`config.mk`:
```
export PLATFORM = sky130hd
export DESIGN_NAME = rr_mux_arbiter_4ch
export DESIGN_NICKNAME = d
export VERILOG_FILES = /design/src/rtl/rr_mux_arbiter_4ch_pkg.sv /design/src/rtl/multiplexer_4to1_32bit.sv /design/src/rtl/rr_mux_arbiter_4ch.sv
export SDC_FILE = /design/constraint.sdc
export NUM_CORES = 1
export LEC_CHECK = 0
export ABC_AREA = 1
export BUFFER_PORTS_ARGS = -buffer_cell sky130_fd_sc_hd__buf_2
export CORE_MARGIN = 3
export CORE_UTILIZATION = 49
export CTS_BUF_LIST = sky130_fd_sc_hd__clkbuf_8 sky130_fd_sc_hd__clkbuf_16
export CTS_CLUSTER_DIAMETER = 120
export DETAILED_ROUTE_END_ITERATION = 6
export HOLD_SLACK_MARGIN = 0.08
export PLACE_DENSITY = 0.87
export REMOVE_ABC_BUFFERS = 1
export SLEW_MARGIN = 20
export SYNTH_ARGS = -nofsm -noshare
export SYNTH_HDL_FRONTEND = slang
export SYNTH_SLANG_ARGS = --single-unit
```
`constraint.sdc`:
```
create_clock -name clk -period 5.3 [get_ports clk]
set_input_delay 0.795 -clock clk [delete_from_list [all_inputs] [get_ports clk]]
set_output_delay 0.795 -clock clk [all_outputs]
set_load 0.03 [all_outputs]
```
`src/rtl/rr_mux_arbiter_4ch_pkg.sv`:
```
// Shared constants, FSM state type and round-robin pointer helper
// for the four-channel arbiter slice.
package rr_mux_arbiter_4ch_pkg;

    localparam logic [1:0]  CH_A       = 2'd0;
    localparam logic [1:0]  CH_B       = 2'd1;
    localparam logic [1:0]  CH_C       = 2'd2;
    localparam logic [1:0]  CH_D       = 2'd3;
    localparam int unsigned NUM_CH     = 4;
    localparam int unsigned DATA_WIDTH = 32;

    typedef enum logic {
        ST_EMPTY = 1'b0,
        ST_FULL  = 1'b1
    } out_state_e;

    // Pointer advances to the channel after the winner, wrapping D -> A.
    function automatic logic [1:0] rr_next(input logic [1:0] grant);
        if (grant == CH_D) begin
            return CH_A;
        end
        return grant + 2'd1;
    endfunction

endpackage

```
`src/rtl/multiplexer_4to1_32bit.sv`:
```
// Existing 4:1 datapath multiplexer for 32-bit words.
module multiplexer_4to1_32bit
    import rr_mux_arbiter_4ch_pkg::*;
(
    input  logic [DATA_WIDTH-1:0] A,
    input  logic [DATA_WIDTH-1:0] B,
    input  logic [DATA_WIDTH-1:0] C,
    input  logic [DATA_WIDTH-1:0] D,
    input  logic [1:0]            sel,
    output logic [DATA_WIDTH-1:0] out
);

    always_comb begin
        case (sel)
            CH_A:    out = A;
            CH_B:    out = B;
            CH_C:    out = C;
            default: out = D;
        endcase
    end

endmodule

```
`src/rtl/rr_mux_arbiter_4ch.sv`:
```
// Round-robin arbiter over four valid/ready producers, driving the 4:1 mux
// and holding the selected word in a registered valid/ready output stage.
module rr_mux_arbiter_4ch #(
    parameter int unsigned DATA_WIDTH = 32,
    parameter int unsigned CNT_WIDTH  = 16
) (
    input  logic                  clk,
    input  logic                  rst_n,
    input  logic [3:0]            in_valid,
    input  logic [DATA_WIDTH-1:0] in_data_a,
    input  logic [DATA_WIDTH-1:0] in_data_b,
    input  logic [DATA_WIDTH-1:0] in_data_c,
    input  logic [DATA_WIDTH-1:0] in_data_d,
    output logic [3:0]            in_ready,
    output logic                  out_valid,
    input  logic                  out_ready,
    output logic [DATA_WIDTH-1:0] out_data,
    output logic [1:0]            out_src,
    output logic [1:0]            mux_sel,
    output logic [CNT_WIDTH-1:0]  xfer_count
);
    import rr_mux_arbiter_4ch_pkg::*;

    out_state_e            state_q, state_d;
    logic [DATA_WIDTH-1:0] data_q, data_d;
    logic [1:0]            src_q, src_d;
    logic [CNT_WIDTH-1:0]  cnt_q, cnt_d;
    logic [1:0]            rr_ptr_q, rr_ptr_d;

    logic [1:0]            grant;
    logic [1:0]            idx;
    logic                  grant_vld;
    logic                  load_en;
    logic                  xfer;
    logic [DATA_WIDTH-1:0] mux_out;

    // First valid channel at or after rr_ptr, searching modulo 4.
    always_comb begin
        grant     = '0;
        grant_vld = 1'b0;
        idx       = '0;
        for (int unsigned k = 0; k < NUM_CH; k++) begin
            idx = rr_ptr_q + 2'(k);
            if (!grant_vld && in_valid[idx]) begin
                grant     = idx;
                grant_vld = 1'b1;
            end
        end
    end

    assign mux_sel = grant_vld ? grant : rr_ptr_q;

    multiplexer_4to1_32bit u_mux (
        .A   (in_data_a),
        .B   (in_data_b),
        .C   (in_data_c),
        .D   (in_data_d),
        .sel (mux_sel),
        .out (mux_out)
    );

    // rst_n gates load_en so no handshake can complete in a reset cycle.
    assign out_valid = (state_q == ST_FULL);
    assign load_en   = rst_n && (!out_valid || out_ready);
    assign xfer      = load_en && grant_vld;
    assign in_ready  = xfer ? (4'(1) << grant) : '0;

    always_comb begin
        state_d  = state_q;
        data_d   = data_q;
        src_d    = src_q;
        cnt_d    = cnt_q;
        rr_ptr_d = rr_ptr_q;

        case (state_q)
            ST_EMPTY: if (xfer) state_d = ST_FULL;
            ST_FULL:  if (out_ready && !xfer) state_d = ST_EMPTY;
            default:  state_d = ST_EMPTY;
        endcase

        if (xfer) begin
            data_d   = mux_out;
            src_d    = grant;
            cnt_d    = cnt_q + CNT_WIDTH'(1);
            rr_ptr_d = rr_next(grant);
        end
    end

    always_ff @(posedge clk) begin
        if (!rst_n) begin
            state_q  <= ST_EMPTY;
            data_q   <= '0;
            src_q    <= CH_A;
            cnt_q    <= '0;
            rr_ptr_q <= CH_A;
        end else begin
            state_q  <= state_d;
            data_q   <= data_d;
            src_q    <= src_d;
            cnt_q    <= cnt_d;
            rr_ptr_q <= rr_ptr_d;
        end
    end

    assign out_data   = data_q;
    assign out_src    = src_q;
    assign xfer_count = cnt_q;

endmodule

```
======== Yosys cells after proc, flatten, opt, wreduce, memory -nomap -nowiden ========
Index checks and enable logic that the tools add are counted.
cells by class
  multiplexer cells ....................... 26
  reduce and logical (&&, ||, !) cells .... 13
  eq/ne operators ......................... 3
  $lt $le $gt $ge ......................... 4
  multiply operators ...................... 0
  add/subtract/negate cells ............... 5
  bitwise gates (word level) .............. 1
  div/mod/pow operators ................... 0
  shifts and indexed selects .............. 1
operator list
  cell                                                                   count
  32-bit case mux with 3 select lines                                    1
  16-bit by 1-bit adder with 16-bit output, second input constant        1
  2-bit 2-to-1 mux                                                       7
  2-bit by 3-bit < comparator with 1-bit output, second input constant   4
  1-bit 2-to-1 mux                                                       12
  1-bit binary-select mux with 2-bit select                              4
  1-bit logical AND                                                      6
  1-bit logical NOT                                                      5
  2-bit by 1-bit adder with 2-bit output, second input constant          2
  2-bit adder, second input constant                                     2
  2-bit equality test, second input constant                             2
  4-bit 2-to-1 mux                                                       1
  1-bit by 2-bit << shifter with 4-bit output, first input constant      1
  2-bit by 1-bit equality test with 1-bit output, second input constant  1
  2-bit logical NOT                                                      1
  1-bit case mux with 2 select lines                                     1
  1-bit logical OR                                                       1
  1-bit inverter                                                         1
word-level totals
  output and inout port bits .............. 57
  register bits ........................... 53
  bits in latches ......................... 0
  word-level logic and storage cells ...... 58
  memory bits (writable) .................. 0
  memories ................................ 0
  input bits .............................. 135
  ROM bits ................................ 0

======== Depth between registers and ports, before layout ========
Gate-level depths: netlist (run 1).
  depth in word-level cells ............... 17
  gate-level depth with buffers ........... 17
  mapped depth without buffers ............ 16

======== Cells and area by module ========
A second synthesis (run 1) with hierarchy kept.
unflattened totals
  cell total of the unflattened synthesis .. 552
  area, all modules ....................... 3682.3 um^2
by module, submodules not included
  module                  cells an instance  seq. area each (um^2)  instances  area each (um^2)
  rr_mux_arbiter_4ch      366                1061.0                 1          2603.7
  multiplexer_4to1_32bit  186                0.0                    1          1078.5

======== Least setup slack after synthesis (run 1) ========
Ideal clock, no wire load.
  kind .................................... input port to output port
  from .................................... in in_valid[1]
  to ...................................... out in_ready[0]
  data arrival time ....................... 2471 ps
  data required time ...................... 4505 ps
  path buffers ............................ 1
  path slack .............................. 2034 ps
  stages on the path ...................... 14
  cells stage by stage .................... inv_1 -> nand2_1 -> nand3_1 -> nand2_1 -> nor2_8 -> nand2_1 -> nand2_1 -> inv_2 -> clkbuf_1 -> nand2_1 -> inv_1 -> ha_1 -> inv_1 -> nor2_1
on the way
  word-level cells in the longest chain between the ends .. 14
  elaborated cells on any way between the ends .. 25
  those cells by class .................... shift: 1; mux: 17; reduce/logical: 7
ends and longest elaborated chain
  what                                           RTL line                  text
  start: declaration                             rr_mux_arbiter_4ch.sv:9   input logic [3:0] in_valid,
  1-bit binary-select mux with 2-bit select      rr_mux_arbiter_4ch.sv:44  if (!grant_vld && in_valid[idx]) begin
  1-bit 2-to-1 mux (not written as such)         rr_mux_arbiter_4ch.sv:44
  1-bit 2-to-1 mux                               rr_mux_arbiter_4ch.sv:44
  1-bit logical NOT                              rr_mux_arbiter_4ch.sv:44
  1-bit logical AND                              rr_mux_arbiter_4ch.sv:44
  1-bit 2-to-1 mux                               rr_mux_arbiter_4ch.sv:44
  1-bit logical NOT                              rr_mux_arbiter_4ch.sv:44
  1-bit logical AND                              rr_mux_arbiter_4ch.sv:44
  1-bit 2-to-1 mux                               rr_mux_arbiter_4ch.sv:44
  1-bit logical NOT                              rr_mux_arbiter_4ch.sv:44
  1-bit logical AND                              rr_mux_arbiter_4ch.sv:44
  2-bit 2-to-1 mux *                             rr_mux_arbiter_4ch.sv:44
  named net grant[1]                             rr_mux_arbiter_4ch.sv:30  logic [1:0] grant;
  1-bit by 2-bit << shifter with 4-bit output *  rr_mux_arbiter_4ch.sv:66  assign in_ready = xfer ? (4'(1) << grant) : '0;
  4-bit 2-to-1 mux *                             rr_mux_arbiter_4ch.sv:66
  end: declaration                               rr_mux_arbiter_4ch.sv:14  output logic [3:0] in_ready,
Mark *: on every way through the listed nets, which the timed path passes. The rest lies on a longest branch. The select of a mux whose other input is x is not followed.

==> flow_metrics.tcl, run 1 <==
set metrics [dict create \
    cp_max_fo 14 \
    die_area_um2 8323 \
    async_flop_share_pct 0 \
    drive_gt1_share_pct 29.38 \
    chipHeight_um 91.23 \
    final_antenna_net_count 0 \
    power_leakage_nw 2.532 \
    power_density_nw_per_um2 606.4 \
    fin_setup_tns_ps 0 \
    clock-sinks 53 \
    place.gp.congestion 0.9241 \
    postCtsSetupRepairBufs 0 \
    final_area_um2 4611 \
    pre_cts_ws_ps 1702 \
    post_drt_wl_per_cell_um 13.64 \
    yosysMostFrequentCell "nand2_1" \
    ys_top_cells_by_count "nand2_1, inv_1, nand3_1" \
    hp-class "reg -> reg" \
    path_depth 13 \
    numCtsBuffers 5 \
    setup_viol 0 \
    ctsHtreeMaxLevel 2 \
    pin_count 192 \
    worst_pin_slew_ps 929.9 \
    area_growth_pct 29.53 \
    rsz0062_at_grt "false" \
    path_delay_family "simple AND/OR/NAND/NOR gates" \
    worstSetupPathType "reg -> out" \
    period_needed_ps 3542 \
    cts.path.max_buffers 2 \
    p_sw_share_pct 55.69 \
    cap_violations 0 \
    cts_resized 0 \
    synth_warnings 0 \
    seq_power_share_pct 21.0 \
    crit_chain "inv_2 > nand2_1 > nand2_1 > nand2_1 > nand2_2 > nor2_8 > nand4_2 > nand2_1 > inv_1 > ha_1 > inv_1 > nor2_1 > buf_2" \
    core_um2 6907 \
    power.total_w 0.002796 \
    r2r_cells 14 \
    p_comb_share_pct 67.3 \
    crit_required_ps 4510 \
    final_cells 856 \
    crit_buf_inv 4 \
    worstSkewPairLatency_ps 300 \
    place_area_um2 4471 \
    r2r_slack_ps 1880 \
    hold_viol 0 \
    die_w_um 91.23 \
    fin_ws_ps 1758 \
    yosysSeqAreaShare_pct 29.81 \
    cp-start-kind "flip-flop" \
    ir_drop_mv 0.2853 \
    portBuffers 191 \
    status "complete, no violations" \
    cts_tree "yes" \
    whs_endpoint "out_data[4]" \
    ys_types 31 \
    ys_seq_elements 53 \
    drc 0 \
    syn_avg_cell_area_um2 6.003 \
    via_per_inst 5.181 \
    first_pass_iters 4 \
    drt-total-wl_mm 11.68 \
    syn_area_um2 3560 \
    p_sw_w 0.001557 \
    fin_crit_sh_pct 66.83 \
    rows 30 \
    clkPwrFrac_pct 11.7 \
    critical_path_arrival_ps 2750 \
    max-slew-margin-rel_pct 37.79 \
    ctsRootBufferMaster "clkbuf_8" \
    crit_slowest_cell "dfxtp_1" \
    dp_cells 847 \
    clock.fmax_ghz 0.2823 \
    worst_path_most_repeated_cell "nand2_1" \
    synth_top_area_share_pct 29.81 \
    holdBufCountCts 0 \
    p_int_w 0.001239 \
    r2r-end "xfer_count[13]" \
    synth_flop_cell "dfxtp_1" \
    grt_overflow 0 \
    vias 4435 \
    grt_pass1_wl_mm 18.41 \
    initial_core_util_pct 51.54 \
    synth_top_cell_by_area "dfxtp_1" \
    min_from "out_data[4]" \
    grt_start_max_net_pins 56 \
    synth_edf_count 0 \
    fill_cells 694 \
    netlist_top_cells_area "dfxtp_1, nand2_1, nand3_1, inv_1, o21ai_0" \
    crit_path_end_kind "output port" \
    cpPeakStageDelay_ps 560 \
    drt-initial-drc-count 189 \
    hpwl_mm 8.705 \
    holdPathStages 2 \
    synth_cells 593 \
    clkTransAtPathRegs_ps 100 \
    grt_use_total_pct 26.68 \
    grt_pass1_vias 3949 \
    nets 898 \
    antenna_found_initial 0 \
    fin_skew_ps 5.126 \
    slew_viol_final 0 \
]
[power groups by stage]
stage / registers [W] / logic [W] / clock network (W)
global route: 0.000600 / 0.00208 / 0.000350
global placement: 0.000590 / 0.00184 / 0
finish: 0.000586 / 0.00188 / 0.000328
detailed placement: 0.000591 / 0.00187 / 0
floorplan: 0.000800 / 0.00114 / 0
CTS: 0.000585 / 0.00188 / 0.000333
[worst register-to-register path: cells and delay by family (launching register included)]
family | cells | cell delay (ps)
simple gates | 10 | 1720
flops | 1 | 560
compound gates | 1 | 180
buf+inv | 3 | 930
[worst max path at each step]
stage / to / slack (ps)
final: in_ready[1] / 1760
after global routing: xfer_count[13] / 1420
after CTS: in_ready[1] / 1780
after detailed placement: xfer_count[13] / 1700
after global placement: out_data[5] / 1810
after floorplan: in_ready[2] / 2150
[cell families (layout without fill, tap and decap cells)]
family / count (synthesis) / count (layout) / share of synthesized area (%)
xor+xnor: 1 / 1 / 0.2461
other cells: 0 / 1 / 0
flops: 53 / 53 / 29.81
compound gates: 118 / 118 / 16.70
simple gates: 299 / 299 / 37.89
buf+inv: 117 / 283 / 13.60
fa+ha+maj: 5 / 5 / 1.757
[metrics by stage]
stage	hold slack (ps)	utilization (%)
finish	468.2	66.76
global route	492.3	66.72
CTS	471.4	66.72
detailed placement	455.6	64.73
global placement	449.8	64.73
floorplan	540.3	-
[routing by layer]
layer,GRT usage (%),vias up,share of wire [%]
met1,34.05,1991,42
met4,8.417,0,2.3
met3,4.060,22,6.9
li1,-,2239,-
met5,0,-,0
met2,46.05,183,48
[placed cells by master, fill, tap and decap left out, types with 2 or more instances in the layout]
master and instances:
a21oi_1 47, buf_2 191, bufinv_16 2, clkbuf_8 5, dfxtp_1 53, ha_1 5, inv_1 77, inv_2 6
nand2_1 183, nand2_2 6, nand3_1 58, nand3_2 2, nand4_1 17, nand4_2 2, nor2_1 17, nor2_2 3
nor3_1 4, nor3b_1 2, o21ai_0 52, o21ai_1 17
[sequential cells by signal, indices dropped and copies added (netlist names), named ones only]
register / cells
out_data: 32
xfer_count: 16
out_src: 2
out_valid: 1
rr_ptr_q: 1
[cell type report]
class                      count  area [um^2]  area share (%)
sequential                    53         1061           23.01
multi-input combinational    423         2014           43.69
timing repair buffer         192        963.4           20.90
inverter                      83        311.5           6.757
antenna                        1        2.502         0.05427
tap                           96        120.1           2.605
clock inverter                 3        68.82           1.493
clock buffer                   5        68.82           1.493
Power figures use the tool's default switching activity.
==> run 2, diff against run 1 <==
--- a/config.mk
+++ b/config.mk
@@ -5,15 +5,15 @@
 export SDC_FILE = /design/constraint.sdc
 export NUM_CORES = 1
 export LEC_CHECK = 0
-export ABC_AREA = 1
+export ABC_AREA = 0
 export BUFFER_PORTS_ARGS = -buffer_cell sky130_fd_sc_hd__buf_2
 export CORE_MARGIN = 3
-export CORE_UTILIZATION = 49
+export CORE_UTILIZATION = 40
 export CTS_BUF_LIST = sky130_fd_sc_hd__clkbuf_8 sky130_fd_sc_hd__clkbuf_16
 export CTS_CLUSTER_DIAMETER = 120
 export DETAILED_ROUTE_END_ITERATION = 6
 export HOLD_SLACK_MARGIN = 0.08
-export PLACE_DENSITY = 0.87
+export PLACE_DENSITY = 0.78
 export REMOVE_ABC_BUFFERS = 1
 export SLEW_MARGIN = 20
 export SYNTH_ARGS = -nofsm -noshare
==> constraint.sdc (replaced) <==
create_clock -name clk -period 3.1 [get_ports clk]
set_input_delay 0.465 -clock clk [delete_from_list [all_inputs] [get_ports clk]]
set_output_delay 0.465 -clock clk [all_outputs]
set_load 0.03 [all_outputs]
==> run 2 against run 1 <==
Net effect:
- clock skew grew 2.0 ps
- synthesized area shrank 9.8%
- worst hold slack worse by 73 ps
- sequential share of layout area increased by 1.6 points
- via count fell by 27%
- utilization down 11 points
- first-iteration DRC count shrank 53%
- largest power group is now registers
- critical endpoint unchanged
==> flow_metrics.tcl, run 2 <==
set metrics [dict create \
    power_leakage_nw 2.115 \
    dp_cells 607 \
    synth_warnings 0 \
    yosysSeqAreaShare_pct 33.06 \
    synth_flop_cell "dfxtp_1" \
    synthAdderAreaFrac_pct 1.949 \
    cp-start-kind "flip-flop" \
    chipHeight_um 95.57 \
    post_drt_wl_per_cell_um 15.73 \
    period_needed_ps 2794 \
    drive_gt1_share_pct 48.05 \
    via_per_inst 5.279 \
    async_flop_share_pct 0 \
    fin_crit_sh_pct 90.12 \
    final_cells 614 \
    drt-total-wl_mm 9.661 \
    postCtsSetupRepairBufs 0 \
    critical_path_arrival_ps 2330 \
    place.gp.congestion 0.8179 \
    ys_types 48 \
    pre_cts_ws_ps 513.4 \
    synthMuxAreaShare_pct 10.60 \
    clock.fmax_ghz 0.3579 \
    synth_compound_area_share_pct 27.80 \
    grt_pass1_wl_mm 14.72 \
    die_w_um 95.57 \
    initial_core_util_pct 41.32 \
    synth_top_family_by_area "compound AO/OA/AOI/OAI gates" \
    synthSimpleGateAreaFrac_pct 13.22 \
    die_area_um2 9134 \
    grt_use_total_pct 20.31 \
    slew_viol_final 0 \
    fin_skew_ps 7.140 \
    synth_top_area_share_pct 33.06 \
    fill_cells 699 \
    hold_viol 0 \
    core_um2 7767 \
    clkTransAtPathRegs_ps 90 \
    numCtsBuffers 5 \
    ys_top_cells_by_count "dfxtp_1, inv_1, mux2i_1" \
    power_density_nw_per_um2 476.3 \
    drt-initial-drc-count 88 \
    layout_common_cells "buf_2, dfxtp_1, inv_1" \
    synthXorXnorAreaFrac_pct 4.094 \
    grt_pass1_vias 3163 \
    worst_pin_slew_ps 904.9 \
    rows 32 \
    first_pass_iters 5 \
    hp-class "in -> reg" \
    worstSkewPairLatency_ps 300 \
    ys_seq_elements 53 \
    cap_violations 0 \
    area_growth_pct 34.19 \
    rsz0062_at_grt "false" \
    fin_ws_ps 306.2 \
    holdBufCountCts 0 \
    drc 0 \
    synth_top_cell_by_area "dfxtp_1" \
    clock-sinks 53 \
    pin_count 192 \
    crit_chain "nor2b_1 > o21ai_0 > o21ai_1 > or2_2 > inv_1 > ha_1 > and3_1 > buf_2" \
    portBuffers 191 \
    crit_required_ps 2630 \
    ctsHtreeMaxLevel 2 \
    netlist_top_cells_area "dfxtp_1, o221ai_2, mux2i_1, a22oi_1, inv_1" \
    yosysMostFrequentCell "dfxtp_1" \
    largest_register_ffs 32 \
    crit_slowest_cell "dfxtp_1" \
    synth_edf_count 0 \
    syn_area_um2 3209 \
    multi_input_area_um2 1866 \
    min_from "in_data_b[5]" \
    cp_max_fo 12 \
    seq_area_um2 1061 \
    diodes 0 \
    nets 652 \
    ir_drop_mv 0.2231 \
    grt_start_max_net_pins 33 \
    cts_resized 0 \
    vias 3241 \
    ctsRootBufferMaster "clkbuf_8" \
    cts.path.max_buffers 2 \
    finish.utilization_pct 55.44 \
    fin_setup_tns_ps 0 \
    worstSetupPathType "reg -> out" \
    setup_viol 0 \
    synth_cells 333 \
    antenna_found_initial 0 \
    hpwl_mm 7.490 \
    status "complete, no violations" \
    cts_tree "yes" \
    crit_path_end_kind "output port" \
    grt_overflow 0 \
    max-slew-margin-rel_pct 39.21 \
    syn_avg_cell_area_um2 9.638 \
    cpPeakStageDelay_ps 580 \
    layout_commonest_cell "buf_2" \
    final_antenna_net_count 0 \
    r2r-start "rr_ptr_q[1]" \
]
==> run 2: cell count changes after synthesis, moves of 32 or more <==
cell,before,now
a21oi_1,47,5
a22oi_1,0,32
nand2_1,183,12
inv_1,77,35
mux2i_1,0,34
o21ai_0,52,1
nand3_1,58,3
==> run 2: worst paths after layout <==
kind | slack [ps] | end | cells past startpoint
worst max-delay path | 310 | in_ready[1] | 8
worst min-delay path | 400 | out_data[5] | 3
worst max register to register | 650 | out_data[0] | 6
worst min register to register | 500 | out_src[1] | 2
==> run 2: area by class of cell <==
class,count,area share [%]
repair buffers,201,23.94
clock buffers,6,1.917
flip-flops and latches,53,24.64
inverters,36,3.138
well taps,102,2.963
multi-input cells,215,43.32
clock inverters,1,0.08716
==> run 2: worst max-delay path: cells and delay by family, from the launching register on <==
family | cells | cell delay (ps)
and+or+nand+nor | 3 | 650
adders and majority gates | 1 | 150
AOI/OAI and AO/OA | 2 | 370
buffers and inverters | 2 | 290
DFF | 1 | 580
==> run 2: per-layer routing <==
metal	routed length [um]	global-route usage (%)	part of all wire [%]	vias up
li1	-	-	-	1579
met2	4963	35.32	51	141
met1	3876	25.14	40	1500
met4	223	8.412	2.3	0
met3	598	2.526	6.2	21
met5	0	0	0	-
==> run 2: cell families after synthesis <==
| kind of cell | count (synthesis) |
|---|---|
| AOI/OAI and AO/OA | 89 |
| xor gates and xnor gates | 15 |
| adders and majority gates | 5 |
| buffers and inverters | 65 |
| DFF | 53 |
| muxes | 34 |
| and+or+nand+nor | 72 |
==> run 2: stage by stage <==
stage               cell area (um^2)  hold slack (ps)  total power (W)
floorplan                       3047            586.7         0.001376
global placement                4220            463.4         0.001658
detailed placement              4220            472.3         0.001677
CTS                             4307            386.9         0.002079
global route                    4307            389.9         0.002170
finish                          4307            395.5         0.002051
==> run 2: report_power, final <==
group	switching, W	leakage (nW)	internal [W]
Sequential	0.0000690	0.436	0.000773
Combinational	0.000497	1.63	0.000318
Clock	0.000219	0.0485	0.000175
Total	0.000785	2.11	0.00127
==> run 3, diff against run 2 <==
--- a/config.mk
+++ b/config.mk
@@ -8,7 +8,7 @@
 export ABC_AREA = 0
 export BUFFER_PORTS_ARGS = -buffer_cell sky130_fd_sc_hd__buf_2
 export CORE_MARGIN = 3
-export CORE_UTILIZATION = 40
+export CORE_UTILIZATION = 39
 export CTS_BUF_LIST = sky130_fd_sc_hd__clkbuf_8 sky130_fd_sc_hd__clkbuf_16
 export CTS_CLUSTER_DIAMETER = 120
 export DETAILED_ROUTE_END_ITERATION = 6
@@ -18,4 +18,5 @@
 export SLEW_MARGIN = 20
 export SYNTH_ARGS = -nofsm -noshare
 export SYNTH_HDL_FRONTEND = slang
+export SYNTH_HIERARCHICAL = 1
 export SYNTH_SLANG_ARGS = --single-unit
==> run 3 against run 2 <==
Net effect:
- wire length fell by 11%
- critical path depth down 3
- maximum frequency is 5.2% higher
- sequential power is 2% lower
- cell count fell by 5.7%
- worst hold slack better by 57 ps
- sequential cell count did not move
- clock skew rose by 3.3 ps
- combinational power up 13%
- via count decreased by 8.1%
- synthesized area down 6.8%
- clock power shrank 5%
- critical path type is now in -> out
- largest power group is now combinational cells
==> flow_metrics.tcl, run 3 <==
set metrics [dict create \
    fin_skew_ps 10.48 \
    synth_edf_count 0 \
    largest_register_ffs 32 \
    pin_count 192 \
    multi_input_area_um2 1719 \
    initial_core_util_pct 40.81 \
    synth_cells 300 \
    p_int_w 0.001339 \
    setup_viol 0 \
    hp-class "reg -> reg" \
    p_sw_share_pct 37.03 \
    cts.path.max_buffers 2 \
    synth_warnings 6 \
    portBuffers 191 \
    yosysMostFrequentCell "nand2_1" \
    post_drt_wl_per_cell_um 14.83 \
    final_area_um2 4031 \
    first_pass_iters 4 \
    grt_overflow 0 \
    drive_gt1_share_pct 49.79 \
    status "complete, no violations" \
    finish.utilization_pct 54.99 \
    area_growth_pct 34.76 \
    drt-total-wl_mm 8.587 \
    synth_top_area_share_pct 35.47 \
    period_needed_ps 2655 \
    critical_path_arrival_ps 2190 \
    ctsHtreeMaxLevel 2 \
    hpwl_mm 6.937 \
    seq_area_um2 1061 \
    slew_viol_final 0 \
    chipHeight_um 93.59 \
    ys_seq_elements 53 \
    worst_pin_slew_ps 654.9 \
    cp_max_fo 39 \
    vias 2978 \
    drc 0 \
    rsz0062_at_grt "false" \
    synth_flop_cell "dfxtp_1" \
    grt_pass1_wl_mm 13.54 \
    final_antenna_net_count 0 \
    fill_cells 688 \
    layout_commonest_cell "buf_2" \
    postCtsSetupRepairBufs 0 \
    p_comb_share_pct 43.4 \
    power_density_nw_per_um2 527.5 \
    holdBufCountCts 0 \
    die_area_um2 8758 \
    ctsRootBufferMaster "clkbuf_8" \
    hold_viol 0 \
    synth_top_cell_by_area "dfxtp_1" \
    cts_resized 0 \
    ir_drop_mv 0.2262 \
    netlist_top_cells_area "dfxtp_1, mux4_2, nand2_1, nand3_1, a21oi_1" \
    antenna_found_initial 0 \
    ys_types 38 \
    clkTransAtPathRegs_ps 90 \
    power_leakage_nw 1.973 \
    place_area_um2 3949 \
    r2r_cells 8 \
    seq_power_share_pct 39.0 \
    cts_tree "yes" \
    cp-start-kind "input port" \
    fin_ws_ps 444.9 \
    core_um2 7331 \
    place.gp.congestion 0.7589 \
    async_flop_share_pct 0 \
    drt-initial-drc-count 96 \
    power.total_w 0.002127 \
    diodes 0 \
    holdPathStages 2 \
    max-slew-margin-rel_pct 56.34 \
    syn_area_um2 2992 \
    rows 31 \
    worstSkewPairLatency_ps 310 \
    grt_use_total_pct 19.29 \
    p_sw_w 0.0007875 \
    yosysSeqAreaShare_pct 35.47 \
    clkPwrFrac_pct 17.6 \
    cap_violations 0 \
    crit_required_ps 2630 \
    grt_start_max_net_pins 40 \
    numCtsBuffers 5 \
    layout_common_cells "buf_2, nand2_1, dfxtp_1" \
    worstSetupPathType "in -> out" \
    ys_top_cells_by_count "nand2_1, dfxtp_1, nand3_1" \
    nets 616 \
    fin_crit_sh_pct 85.65 \
    clock-sinks 53 \
    die_w_um 93.59 \
    grt_pass1_vias 2853 \
    pre_cts_ws_ps 387.7 \
    crit_path_end_kind "output port" \
    clock.fmax_ghz 0.3766 \
    syn_avg_cell_area_um2 9.972 \
    via_per_inst 5.143 \
]
-- run 3: path summary, 6_finish.rpt --
kind                start      endpoint  slack [ps]
max reg2reg   rr_ptr_q[0]  out_data[30]         840
max           in_valid[0]   in_ready[0]         440
min          out_data[22]  out_data[22]         450
min reg2reg  out_data[22]  out_data[22]         450
-- run 3: layer usage --
layer | track usage (%) | vias to the layer above | share of wire (%)
met2 | 36.27 | 114 | 54
met3 | 4.425 | 5 | 7.4
met4 | 2.527 | 0 | 0.48
li1 | - | 1469 | -
met1 | 22.82 | 1390 | 38
met5 | 0 | - | 0
-- run 3: cells by family (layout without fill, tap and decap cells) --
group,after synthesis,count (layout),synth area share (%)
flip-flops,53,53,35.47
buffers and inverters,31,211,7.988
AO/OA/AOI/OAI,34,34,7.111
adder cells (fa/ha/maj),2,2,0.8363
XOR/XNOR,2,2,0.5856
multiplexers,35,35,25.35
AND/OR/NAND/NOR,143,143,22.67
-- run 3: worst max-delay path, stage by stage --
cell and delay (ps):
buf_2 130, or4_1 760, and3_4 410, and2_2 240
buf_2 170
-- run 3: power by group through the flow --
stage | logic, W | clock network, W | registers (W)
2_1_floorplan | 0.000488 | 0 | 0.00102
3_3_place_gp | 0.000920 | 0 | 0.000841
3_5_place_dp | 0.000933 | 0 | 0.000846
4_1_cts | 0.000935 | 0.000385 | 0.000830
5_1_grt | 0.000994 | 0.000411 | 0.000841
6_report | 0.000922 | 0.000375 | 0.000829
-- run 3: area by class of cell --
cell class / count / share of cell area, %
clock buffers: 5 / 1.707
clock inverters: 3 / 0.3414
inverters: 7 / 0.6518
multi-input cells: 216 / 42.64
flip-flops and latches: 53 / 26.32
well taps: 99 / 3.073
repair buffers: 196 / 25.26
-- run 3: per-stage QoR --
stage | TNS [ps] | instances | hold slack, ps
finish | 0 | 579 | 452.6
global route | 0 | 579 | 471.6
CTS | 0 | 579 | 456.2
detailed placement | 0 | 571 | 441.1
global placement | 0 | 571 | 439.9
floorplan | -118240 | 276 | 442.4
